### src/rtl/i2s_tx.sv
`timescale 1ns/1ps
// I2S transmitter: bit clock and word select come straight from a free-running MCLK divider;
// each channel is double-buffered (staging -> shift register) and swapped once per stereo frame.
module i2s_tx (
    input  logic        MCLK,
    input  logic        RST_N,
    input  logic [23:0] LEFT_TX,
    input  logic [23:0] RIGHT_TX,
    input  logic        LEFT_TX_VALID,
    input  logic        RIGHT_TX_VALID,
    input  logic        TX_EN,
    output logic        SCLK,
    output logic        LRCK,
    output logic        SDOUT,
    output logic        FRAME_REQ,
    output logic        UNDERRUN
);

    localparam int unsigned SAMPLE_W = 24;
    localparam int unsigned CNT_W    = 9;
    localparam int unsigned SLOT_W   = 5;
    localparam logic [SLOT_W-1:0] SLOT_MSB = SLOT_W'(1);
    localparam logic [SLOT_W-1:0] SLOT_LSB = SLOT_W'(SAMPLE_W);

    logic [CNT_W-1:0]    cnt;
    logic [CNT_W-1:0]    cnt_nxt_c;
    logic                capture_c;
    logic                slot_tick_c;
    logic [SLOT_W-1:0]   slot_nxt_c;
    logic                lr_nxt_c;
    logic                slot_data_c;

    logic [SAMPLE_W-1:0] stage_l;
    logic [SAMPLE_W-1:0] stage_r;
    logic                fresh_l;
    logic                fresh_r;
    logic [SAMPLE_W-1:0] shift_l;
    logic [SAMPLE_W-1:0] shift_r;
    logic                sdout_q;
    logic                frame_req_q;
    logic                underrun_q;

    // SDOUT is loaded one MCLK ahead of the slot it belongs to, so decode the upcoming slot.
    always_comb begin
        cnt_nxt_c   = cnt + CNT_W'(1);
        capture_c   = (cnt == '1);
        slot_tick_c = (cnt[2:0] == 3'b111);
        slot_nxt_c  = cnt_nxt_c[7:3];
        lr_nxt_c    = cnt_nxt_c[8];
        slot_data_c = (slot_nxt_c >= SLOT_MSB) && (slot_nxt_c <= SLOT_LSB);
    end

    always_ff @(posedge MCLK or negedge RST_N) begin
        if (!RST_N) begin
            cnt <= '0;
        end else begin
            cnt <= cnt_nxt_c;
        end
    end

    // A VALID on the capture cycle lands after the clear, so it belongs to the next frame.
    always_ff @(posedge MCLK or negedge RST_N) begin
        if (!RST_N) begin
            stage_l <= '0;
            stage_r <= '0;
            fresh_l <= 1'b0;
            fresh_r <= 1'b0;
        end else begin
            if (capture_c) begin
                fresh_l <= 1'b0;
                fresh_r <= 1'b0;
            end
            if (LEFT_TX_VALID) begin
                stage_l <= LEFT_TX;
                fresh_l <= 1'b1;
            end
            if (RIGHT_TX_VALID) begin
                stage_r <= RIGHT_TX;
                fresh_r <= 1'b1;
            end
        end
    end

    // Capture coincides with the slot-0 tick, so it never collides with a data shift.
    always_ff @(posedge MCLK or negedge RST_N) begin
        if (!RST_N) begin
            shift_l <= '0;
            shift_r <= '0;
        end else if (capture_c) begin
            shift_l <= TX_EN ? stage_l : '0;
            shift_r <= TX_EN ? stage_r : '0;
        end else if (slot_tick_c && slot_data_c) begin
            if (lr_nxt_c) begin
                shift_r <= {shift_r[SAMPLE_W-2:0], 1'b0};
            end else begin
                shift_l <= {shift_l[SAMPLE_W-2:0], 1'b0};
            end
        end
    end

    always_ff @(posedge MCLK or negedge RST_N) begin
        if (!RST_N) begin
            sdout_q     <= 1'b0;
            frame_req_q <= 1'b0;
            underrun_q  <= 1'b0;
        end else begin
            if (slot_tick_c) begin
                if (slot_data_c) begin
                    sdout_q <= lr_nxt_c ? shift_r[SAMPLE_W-1] : shift_l[SAMPLE_W-1];
                end else begin
                    sdout_q <= 1'b0;
                end
            end
            frame_req_q <= capture_c;
            underrun_q  <= capture_c && !(fresh_l && fresh_r);
        end
    end

    assign SCLK      = cnt[2];
    assign LRCK      = cnt[8];
    assign SDOUT     = sdout_q;
    assign FRAME_REQ = frame_req_q;
    assign UNDERRUN  = underrun_q;

endmodule

### config.mk
export PLATFORM = sky130hd
export DESIGN_NAME = i2s_tx
export DESIGN_NICKNAME = d
export VERILOG_FILES = /design/src/rtl/i2s_tx.sv
export SDC_FILE = /design/constraint.sdc
export NUM_CORES = 1
export LEC_CHECK = 0
export CELL_PAD_IN_SITES_DETAIL_PLACEMENT = 0
export CELL_PAD_IN_SITES_GLOBAL_PLACEMENT = 2
export CORE_ASPECT_RATIO = 0.9
export CORE_MARGIN = 8
export CORE_UTILIZATION = 44
export CTS_BUF_LIST = sky130_fd_sc_hd__clkbuf_16
export DETAILED_ROUTE_END_ITERATION = 6
export DONT_BUFFER_PORTS = 1
export GPL_TIMING_DRIVEN = 0
export PLACE_DENSITY_LB_ADDON = 0.1
export REMOVE_ABC_BUFFERS = 1
export SYNTH_ARGS = -nofsm -noshare
export SYNTH_HDL_FRONTEND = slang
export SYNTH_SLANG_ARGS = --single-unit
### constraint.sdc
create_clock -name MCLK -period 3.1 [get_ports MCLK]
set_clock_uncertainty 0.1 [all_clocks]
set_input_delay 0.31 -clock MCLK [delete_from_list [all_inputs] [get_ports MCLK]]
set_output_delay 0.31 -clock MCLK [all_outputs]
set_load 0.01 [all_outputs]
Yosys cells after proc, flatten, opt, wreduce, memory -nomap -nowiden
Cells that the tools add are included.
{"block": "word_totals", "register_bits": 110, "latchBits": 0, "ramBits": 0, "rom_bits": 0, "input_bits": 53, "out_inout_bits": 5, "memories": 0}
{"block": "classes", "add_sub_neg": 1, "n_mul": 0, "n_div": 0, "order_cmp": 2, "n_eq_ne": 3, "n_shift": 0, "n_mux": 13, "n_bitwise": 0, "reduce_logical": 11}
{"operator": "two-way mux 24 bit", "n": 8}
{"operator": "adder 9 x 1 -> 9 bit, second input constant", "n": 1}
{"operator": "equality test 9 bit, second input constant", "n": 1}
{"operator": "nonzero test 2 bit", "n": 4}
{"operator": ">= comparator 5 x 1 -> 1 bit, second input constant", "n": 1}
{"operator": "<= comparator 5 bit, second input constant", "n": 1}
{"operator": "two-way mux 1 bit", "n": 5}
{"operator": "logical AND 1 bit", "n": 4}
{"operator": "AND reduction 2 bit", "n": 2}
{"operator": "equality test 3 bit, second input constant", "n": 1}
{"operator": "inequality test 2 x 1 -> 1 bit, second input constant", "n": 1}
{"operator": "logical NOT 1 bit", "n": 1}

Depth between registers and ports, before layout
Gate-level depths: netlist (run 1).
{"block": "logic_depth", "depth_word": 6, "ltp_mapped": 12, "ltp_nobuf": 9}

Worst setup path after synthesis (run 1)
OpenSTA, ideal clock, no wires.
{"block": "synth_timing", "path_type": "reg-to-reg", "startpoint": "reg cnt[0]", "endpoint": "reg shift_l[10]", "setup_ns": 0.127, "arrival_time_ns": 2.616, "required_ns": 2.873, "setup_slack_ns": 0.257, "stages_incl_launch_ff": 12, "n_path_buf": 2, "period_less_slack_ns": 2.843, "cell_sequence": "dfrtp_1 > ha_1 > nand2_1 > or3_1 > inv_1 > ha_1 > clkbuf_1 > inv_1 > o21a_1 > a221oi_4 > buf_6 > mux2_1"}
{"block": "synth_via", "word_cells_on_any_way": 11, "cone_classes": "add/sub (1); order compare (2); eq/ne (3); mux (1); reduce/logical (4)"}
{"item": "start: declaration", "line": "25", "rtl": "logic [CNT_W-1:0] cnt;"}
{"item": "start signal: assignment", "line": "57", "rtl": "cnt <= cnt_nxt_c;"}
{"item": "equality test 9 bit *", "line": "46", "rtl": "capture_c = (cnt == '1);"}
{"item": "net capture_c", "line": "27", "rtl": "logic capture_c;"}
{"item": "inequality test 2 x 1 -> 1 bit (no source line) / nonzero test 2 bit (equally long branches)"}
{"item": "AND reduction 2 bit (no source line)"}
{"item": "end signal: assignment", "line": "90", "rtl": "shift_l <= TX_EN ? stage_l : '0;"}
{"item": "end signal: assignment", "line": "96", "rtl": "shift_l <= {shift_l[SAMPLE_W-2:0], 1'b0};"}
{"item": "end: declaration", "line": "37", "rtl": "logic [SAMPLE_W-1:0] shift_l;"}
The timed path passes the listed nets; every way through them passes the cells marked *.
A chain may end at the register's enable or synchronous reset.

Worst setup path in the final report (run 1)
{"block": "layout_timing", "startpoint": "reg cnt[1]", "endpoint": "reg shift_l[10]"}
Same word-level chain as after synthesis.

==> results of run 1 <==
-- sequential cells by signal, indices dropped and copies added (netlist names) --
signal	count
shift_l	24
stage_r	24
fresh_r	1
shift_r	24
UNDERRUN	1
FRAME_REQ	1
SDOUT	1
fresh_l	1
cnt	9
stage_l	24
-- area by class of cell --
cell class | count | area (um2) | area share
multi-input combinational | 193 | 1910 | 0.336
sequential | 110 | 2750 | 0.485
tap | 133 | 166 | 0.0293
inverter | 8 | 37.5 | 0.00661
timing repair buffer | 45 | 502 | 0.0883
clock inverter | 7 | 85.1 | 0.0150
clock buffer | 9 | 225 | 0.0397
-- worst max-delay path by stage --
stage                             end  slack (ns)  cells past startpoint
final                     shift_l[10]        0.14                     11
after CTS                 shift_l[20]        0.02                     10
after global placement    shift_l[20]       -1.61                      9
after global routing      shift_l[10]      -0.002                     11
after detailed placement   shift_r[3]       -1.09                      9
after floorplan           shift_l[17]       -0.47                      9
-- through the flow --
stage	utilization	setup TNS, ns
after floorplan	-	-21.25
after global placement	0.451	-73.12
after detailed placement	0.455	-45.24
after CTS	0.516	0
after global routing	0.532	-0.00208
final	0.532	0
-- routing by layer --
layer | vias up | track usage
met2 | 45 | 0.226
met5 | - | 0
li1 | 1291 | -
met3 | 14 | 0.0484
met4 | 0 | 0.0486
met1 | 1436 | 0.176
-- logic make-up after synthesis --
group                    share of synthesized area
AO/OA/AOI/OAI                                0.110
XOR/XNOR                                   0.00552
adder cells (fa/ha/maj)                     0.0105
buffers and inverters                       0.0302
flip-flops                                   0.578
multiplexers                                 0.232
AND/OR/NAND/NOR                             0.0336
-- layout by cell type (no fill, tap or decap), types with 2 or more instances in the layout --
cell type      count
inv_1              7
ha_1               2
o21a_1             2
a21o_1             2
dlygate4sd3_1     31
o21bai_1           2
nand3_1            5
nor3_1             4
o21ai_0            4
mux2_1            38
clkbuf_16         10
dfrtp_1          110
xnor2_1            2
nor2_1             2
a221oi_4           3
mux2_2            57
or2_2              2
buf_12             3
nand2_1            8
mux2i_1            2
a22o_1            43
buf_4              7
clkinv_4           2
-- critical path: cells and delay by family, from the launching register on --
family	cells	cell delay [ns]
AO/OA/AOI/OAI	2	0.56
adder cells (fa/ha/maj)	2	0.44
buffers and inverters	4	0.55
flip-flops	1	0.40
multiplexers	1	0.33
AND/OR/NAND/NOR	2	0.47
-- power by group --
| group | switching [mW] | internal, mW |
|---|---|---|
| Combinational | 0.0478 | 0.0850 |
| Clock | 0.545 | 0.638 |
| Sequential | 0.0319 | 1.50 |
| Total | 0.625 | 2.22 |
-- what timing repair did --
item / 4_1_cts / 5_1_grt
hold buffers: 22 / 10
setup buffers: 6 / 4
setup endpoints to repair: 48 / 46
endpoints found under the hold margin: 130 / 10
pin swaps: 3 / 1
resized for setup: 8 / 1
cloned: 1 / 1
==> summary.md, run 1 <==
| Metric | Value |
|---|---|
| Status | finished, final reports clean |
| CP Cell Sequence | ha_2 -> nand2_1 -> or3_1 -> inv_1 -> ha_4 -> inv_8 -> o21a_2 -> a221oi_4 -> buf_12 -> buf_6 -> mux2_1 |
| Slew HR | 0.584 |
| Fin Hold WS | 0.00885 ns |
| Flops & latches, synth | 110 |
| Arrival time worst endpoint | 3.10 ns |
| Ys async rst share | 1.00 |
| IO buf count | 0 |
| Final net count | 424 |
| Clock Latency Late Sink | 0.35 ns |
| Met3 wire length | 439 um |
| Routed wl met2 | 4450 um |
| Area grow syn2layout | 19.2% |
| Via count | 2786 |
| Hold Crit Class | in -> reg |
| Seq/Total Area, Yosys | 0.578 |
| ANT cells | 0 |
| Pin count of the biggest net entering global routing | 111 |
| First-pass GRT wire length | 16000 um |
| Vias/cell | 5.52 |
| Ys Warns | 0 |
| Synth Cell Area | 4760 um2 |
| P_leak | 2.59 nW |
| Final wirelength | 9500 um |
| Routability-driven placement congestion ratio | 0.717 |
| Final worst slack | 0.137 ns |
| R2r setup slk | 0.14 ns |
| Peak supply drop | 0.000312 V |
| Vias in the first global route | 3065 |
| Crit path launch | cnt[1] |
| Synthesized instance count | 332 |
| WP data required | 3.23 ns |
| Die Ht | 115 um |
| Layout Cells excl Fill | 505 |
| R2r endpoint | shift_l[10] |
| Overall routing resource usage | 0.141 |
| Clock slew seen by the registers of the worst setup and hold paths | 0.07 ns |
| Root buf cell | clkbuf_16 |
| CP Launch Type | register |
| Final Cycle Share | 0.956 |
| Pre-CTS setup slack | -1.09 ns |
| Post-Layout Inst Area | 5680 um2 |
| Count leader, synth | dfrtp_1 |
| Hold Path Stages | 1 |
| Number of synthesized flops with an enable pin | 0 |
| Crit path largest cell delay | 0.40 ns |
| Max Used Layer | met4 |
| Row count | 36 |
| DRT Pass-1 Iters | 4 |
| Yosys cell types | 34 |
| Clk sinks | 110 |
| Core Area | 10700 um2 |
| Post-synth top area share | 0.578 |
| H-tree depth | 3 |
| Hold Path End | stage_l[12] |
| Final hold vios | 0 |
| Placed Cells | 445 |
| Area after DPL | 4850 um2 |
| Fin crit period | 2.96 ns |
| Initial DRC Count | 91 |
| Post-route ant nets | 0 |
| Filler cell count | 944 |
| Total power draw | 2.84 mW |
| Total CTS buffers | 9 |
| F_max | 0.338 GHz |
| Crit path kind | reg -> reg |
| IO Pins | 58 |
| Worst slew pin tran | 0.619 ns |
| Fraction of layout instances using a drive strength above 1 | 0.269 |
| WL/cell | 18.8 um |
| Final Max Tran Viols | 0 |
| Wl on met1 | 4480 um |
| CP max-delay cell | dfrtp_1 |
| Crit. End Element | register |
| Die span in x | 126 um |
| Post-DP HPWL | 5230 um |
| Main synth FF type | dfrtp_1 |
| Max Cap Violations | 0 |
| Syn Area/Cell | 14.3 um2 |
| CTS tree | done |
| Pwr/cell area | 501 nW/um2 |
| Aggregate global routing overflow | 0 |
| Remaining DRCs | 0 |
| Worst r2r src | cnt[1] |
| Initial antenna violation count | 0 |
| Initial Util | 0.446 |
| Start point of the worst hold path | LEFT_TX[12] |
| Synth area leaders | dfrtp_1 58%, mux2_2 13%, mux2_1 9.0% |
| Final setup vio count | 0 |
| Max Root-Sink Buffers | 2 |
| Reg2Reg Depth | 11 |
| Synth cell count leaders | 110 x dfrtp_1, 57 x mux2_2, 43 x a22o_1, 38 x mux2_1, 12 x clkbuf_1 |
| Die ar. | 14400 um2 |
| Critical path peak fanout | 47 |
| Leading area contributor after synthesis | dfrtp_1 |
Power figures use the tool's default switching activity.
==> run 2: changes to the inputs <==
--- a/config.mk
+++ b/config.mk
@@ -9,12 +9,13 @@
 export CELL_PAD_IN_SITES_GLOBAL_PLACEMENT = 2
 export CORE_ASPECT_RATIO = 0.9
 export CORE_MARGIN = 8
-export CORE_UTILIZATION = 44
+export CORE_UTILIZATION = 48
 export CTS_BUF_LIST = sky130_fd_sc_hd__clkbuf_16
 export DETAILED_ROUTE_END_ITERATION = 6
 export DONT_BUFFER_PORTS = 1
 export GPL_TIMING_DRIVEN = 0
 export PLACE_DENSITY_LB_ADDON = 0.1
+export RECOVER_POWER = 50
 export REMOVE_ABC_BUFFERS = 1
 export SYNTH_ARGS = -nofsm -noshare
 export SYNTH_HDL_FRONTEND = slang
==> constraint.sdc (replaced) <==
create_clock -name MCLK -period 3.75 [get_ports MCLK]
set_clock_uncertainty 0.1 [all_clocks]
set_input_delay 0.375 -clock MCLK [delete_from_list [all_inputs] [get_ports MCLK]]
set_output_delay 0.375 -clock MCLK [all_outputs]
set_load 0.01 [all_outputs]
==> summary.md, run 2 (same netlist as run 1, synthesis figures left out) <==
| Metric | Value |
|---|---|
| IO Pins | 58 |
| Max Root-Sink Buffers | 2 |
| R2r endpoint | shift_r[18] |
| Final setup vio count | 0 |
| Critical path peak fanout | 47 |
| P_leak | 2.45 nW |
| Fin crit period | 3.50 ns |
| Sw Ratio | 0.202 |
| Reg2Reg Depth | 10 |
| Final Max Tran Viols | 111 |
| Row count | 34 |
| Post-DP HPWL | 4930 um |
| Die ar. | 13400 um2 |
| Most common cell after layout, fill and taps aside | dfrtp_1 |
| Vias/cell | 5.72 |
| First-pass GRT wire length | 14900 um |
| Area grow syn2layout | 11.5% |
| Crit path largest cell delay | 0.43 ns |
| Fraction of layout instances using a drive strength above 1 | 0.268 |
| Clock Latency Late Sink | 0.34 ns |
| Hold Path Stages | 1 |
| Post-route ant nets | 0 |
| IO buf count | 0 |
| Clock slew seen by the registers of the worst setup and hold paths | 0.07 ns |
| CTS tree | done |
| Combinational share of power | 0.035 |
| Crit. End Element | register |
| Final Util | 0.550 |
| WP data required | 3.87 ns |
| DRT Pass-1 Iters | 4 |
| Clk sinks | 110 |
| Seq pwr share | 0.539 |
| Initial antenna violation count | 2 |
| F_max | 0.286 GHz |
| Die Ht | 111 um |
| Crit path kind | reg -> reg |
| Initial Util | 0.493 |
| R2r setup slk | 0.25 ns |
| Final wirelength | 8920 um |
| Pint | 1.87 mW |
| Hold Path End | fresh_r |
| WL/cell | 19.1 um |
| Pin count of the biggest net entering global routing | 111 |
| Start point of the worst hold path | RIGHT_TX_VALID |
| Arrival time worst endpoint | 3.62 ns |
| CP max-delay cell | ha_1 |
| Peak supply drop | 0.000280 V |
| Core Area | 9660 um2 |
| Max Cap Violations | 1 |
| Total power draw | 2.34 mW |
| Worst slew pin tran | 2.41 ns |
| Status | complete, but fails checks |
| Area after DPL | 4830 um2 |
| Hold Crit Class | in -> reg |
| Remaining DRCs | 0 |
| Root buf cell | clkbuf_16 |
| Highest-count cells in the layout ignoring fill and taps | 110 x dfrtp_1, 57 x mux2_2, 43 x a22o_1 |
| Via count | 2671 |
| Aggregate global routing overflow | 0 |
| RSZ-0062 raised after global routing | no |
| CP Cell Sequence | ha_1 -> nand2_1 -> or3_1 -> inv_1 -> ha_1 -> inv_4 -> o21a_1 -> a221oi_4 -> buf_4 -> mux2_1 |
| Worst r2r src | cnt[0] |
| Post-Layout Inst Area | 5310 um2 |
| CP Launch Type | register |
| H-tree depth | 3 |
| Routability-driven placement congestion ratio | 0.701 |
| P_sw | 0.473 mW |
| Final hold vios | 0 |
| Slew HR | -0.607 |
| Vias in the first global route | 2863 |
| Crit path launch | cnt[0] |
| Final net count | 392 |
| Clock power share | 0.426 |
| Failing checks | max-capacitance violations, max-slew violations |
| Fin Hold WS | 0.0330 ns |
| Initial DRC Count | 198 |
| Final Cycle Share | 0.933 |
| Overall routing resource usage | 0.141 |
| Die span in x | 121 um |
| Critical path's most frequent cell | ha_1 |
| Setup_tns | 0 ns |
| Total CTS buffers | 9 |
| Pwr/cell area | 441 nW/um2 |
==> run 2: worst max path at each step <==
| stage | end | slack [ns] | cells past startpoint |
|---|---|---|---|
| global placement | shift_l[20] | -0.83 | 9 |
| global route | shift_r[14] | 0.07 | 10 |
| CTS | shift_r[18] | 0.07 | 10 |
| detailed placement | shift_l[17] | -0.46 | 9 |
| finish | shift_r[18] | 0.25 | 10 |
| floorplan | shift_l[17] | 0.18 | 9 |
==> run 2: power groups by stage <==
| stage | logic (mW) | registers, mW | clock network [mW] |
|---|---|---|---|
| floorplan | 0.0542 | 1.28 | 0 |
| global placement | 0.0554 | 1.29 | 0 |
| detailed placement | 0.0578 | 1.29 | 0 |
| CTS | 0.0863 | 1.26 | 1.03 |
| global route | 0.0923 | 1.27 | 1.08 |
| finish | 0.0809 | 1.26 | 0.997 |
==> run 2: layer usage <==
| layer | vias up | GRT usage | part of all wire |
|---|---|---|---|
| li1 | 1241 | - | - |
| met1 | 1371 | 0.188 | 0.48 |
| met2 | 47 | 0.204 | 0.45 |
| met3 | 10 | 0.0570 | 0.055 |
| met4 | 2 | 0.0424 | 0.0092 |
| met5 | - | 0 | 0.0013 |
==> run 2: worst max-delay path: cells and delay by family (launching register included) <==
kind | cells | cell delay, ns
compound gates | 2 | 0.71
fa+ha+maj | 2 | 0.69
buf+inv | 3 | 0.61
flops | 1 | 0.42
mux | 1 | 0.33
simple gates | 2 | 0.49
==> run 2: metrics by stage <==
stage	cells	setup slack, ns
after floorplan	310	0.176
after global placement	436	-0.829
after detailed placement	437	-0.455
after CTS	465	0.0721
after global routing	467	0.0728
final	467	0.252
==> run 2: layout make-up <==
class	count	area (um2)
antenna	1	2.50
clock buffer	9	225
clock inverter	7	88.8
fill	806	4350
inverter	8	32.5
multi-input combinational	194	1920
sequential	110	2750
tap	126	158
timing repair buffer	12	130
==> run 2: timing repair <==
item	CTS	global route
pin swaps	3	0
buffers inserted	8	0
cloned	2	0
gates resized for setup	2	2
endpoints found under the hold margin	110	1
setup endpoints to repair	48	46
hold buffers	2	1
==> run 3: changes to the inputs <==
--- a/config.mk
+++ b/config.mk
@@ -14,6 +14,7 @@
 export DETAILED_ROUTE_END_ITERATION = 6
 export DONT_BUFFER_PORTS = 1
 export GPL_TIMING_DRIVEN = 0
+export MAX_ROUTING_LAYER = met4
 export PLACE_DENSITY_LB_ADDON = 0.1
 export RECOVER_POWER = 50
 export REMOVE_ABC_BUFFERS = 1
==> summary.md, run 3 (same netlist as run 1, synthesis figures left out) <==
| Metric | Value |
|---|---|
| Clock Latency Late Sink | 0.34 ns |
| Final worst slack | 0.264 ns |
| Final Max Tran Viols | 111 |
| CP Launch Type | register |
| Die Ht | 111 um |
| Critical path peak fanout | 47 |
| Peak supply drop | 0.000280 V |
| Slew HR | -0.782 |
| Via count | 2660 |
| Failing checks | max-capacitance violations, max-slew violations |
| Root buf cell | clkbuf_16 |
| Vias in the first global route | 2863 |
| Highest-count cells in the layout ignoring fill and taps | 110 x dfrtp_1, 57 x mux2_2, 43 x a22o_1 |
| F_max | 0.287 GHz |
| Post-route ant nets | 0 |
| P_leak | 2.45 nW |
| Start point of the worst hold path | RIGHT_TX_VALID |
| Initial DRC Count | 186 |
| First-pass GRT wire length | 14900 um |
| Placed Cells | 437 |
| Worst slew pin tran | 2.67 ns |
| WP data required | 3.88 ns |
| CTS tree | done |
| Pre-CTS setup slack | -0.455 ns |
| IO Pins | 58 |
| Vias/cell | 5.68 |
| Total power draw | 2.34 mW |
| Remaining DRCs | 0 |
| DRT Pass-1 Iters | 4 |
| Core Area | 9660 um2 |
| Pwr/cell area | 441 nW/um2 |
| RSZ-0062 raised after global routing | no |
| Aggregate global routing overflow | 0 |
| Post-DP HPWL | 4930 um |
| Pin count of the biggest net entering global routing | 111 |
| Final net count | 392 |
| IO buf count | 0 |
| Total CTS buffers | 9 |
| Crit path launch | cnt[0] |
| Layout Cells excl Fill | 468 |
| Clk sinks | 110 |
| Die span in x | 121 um |
| Fraction of layout instances using a drive strength above 1 | 0.268 |
| Area grow syn2layout | 11.5% |
| Final hold vios | 0 |
| H-tree depth | 3 |
| Row count | 34 |
| Routability-driven placement congestion ratio | 0.709 |
| Crit path kind | reg -> reg |
| Final setup vio count | 0 |
| Initial antenna violation count | 2 |
| Initial Util | 0.493 |
| Max Root-Sink Buffers | 2 |
| Most common cell after layout, fill and taps aside | dfrtp_1 |
| Final Util | 0.550 |
| Hold Crit Class | in -> reg |
| Worst r2r src | cnt[0] |
| WL/cell | 19.0 um |
| Crit. End Element | register |
| Fin crit period | 3.49 ns |
| Die ar. | 13400 um2 |
| Final Cycle Share | 0.930 |
| Final wirelength | 8900 um |
| Arrival time worst endpoint | 3.61 ns |
| Overall routing resource usage | 0.145 |
| Max Cap Violations | 1 |
| Status | complete, but fails checks |
| Clock slew seen by the registers of the worst setup and hold paths | 0.07 ns |
==> run 3: through the flow <==
step	instance area, um2	setup TNS, ns	hold WS [ns]
floorplan	4650	0	-0.0206
global placement	4810	-37.73	-0.0163
detailed placement	4830	-19.33	-0.0165
CTS	5320	0	0.00886
global route	5310	0	0.00641
finish	5310	0	0.0341
==> run 3: cell type report <==
class                   instances  area, um2
clock buffers                   9        225
well taps                     126        158
inverters                       8       32.5
repair buffers                 12        130
fillers                       806       4340
diodes                          2       5.00
clock inverters                 7       88.8
multi-input cells             194       1920
flip-flops and latches        110       2750
==> run 3: routing by layer <==
metal  track usage  vias to the layer above  part of all wire
met2         0.205                       42              0.46
met1         0.190                     1370              0.49
met5             -                        -                 0
met4        0.0424                        0            0.0076
met3        0.0519                        7             0.047
li1              -                     1241                 -
==> run 3: critical path, cell delays in order, from the launching register on <==
cell and delay (ns):
dfrtp_1 0.42, ha_1 0.26, nand2_1 0.13, or3_1 0.36, inv_1 0.07, ha_1 0.43
inv_4 0.31, o21a_1 0.36, a221oi_4 0.35, buf_4 0.23, mux2_1 0.33
==> run 3: what timing repair did <==
action / CTS / global route
endpoints found under the setup margin: 48 / 46
hold buffers: 2 / 1
gates cloned: 2 / 0
endpoints found under the hold margin: 110 / 1
buffers inserted: 8 / 0
pin swaps: 3 / 0
gates resized for setup: 2 / 2
==> run 3: worst paths after layout <==
kind,end,depth (start not counted),slack [ns]
worst max-delay path,shift_r[18],10,0.26
worst min-delay path,fresh_r,1,0.03
worst max register to register,shift_r[18],10,0.26
min in group asynchronous,stage_r[18],2,1.26
worst min register to register,UNDERRUN,1,0.35
max in group asynchronous,shift_l[5],2,0.65
==> run 3: report_power, final <==
group          leakage, nW  switching (mW)  internal (mW)
clock                0.160           0.415          0.582
sequential            1.39          0.0253           1.24
combinational        0.901          0.0331         0.0476
total                 2.45           0.473           1.87
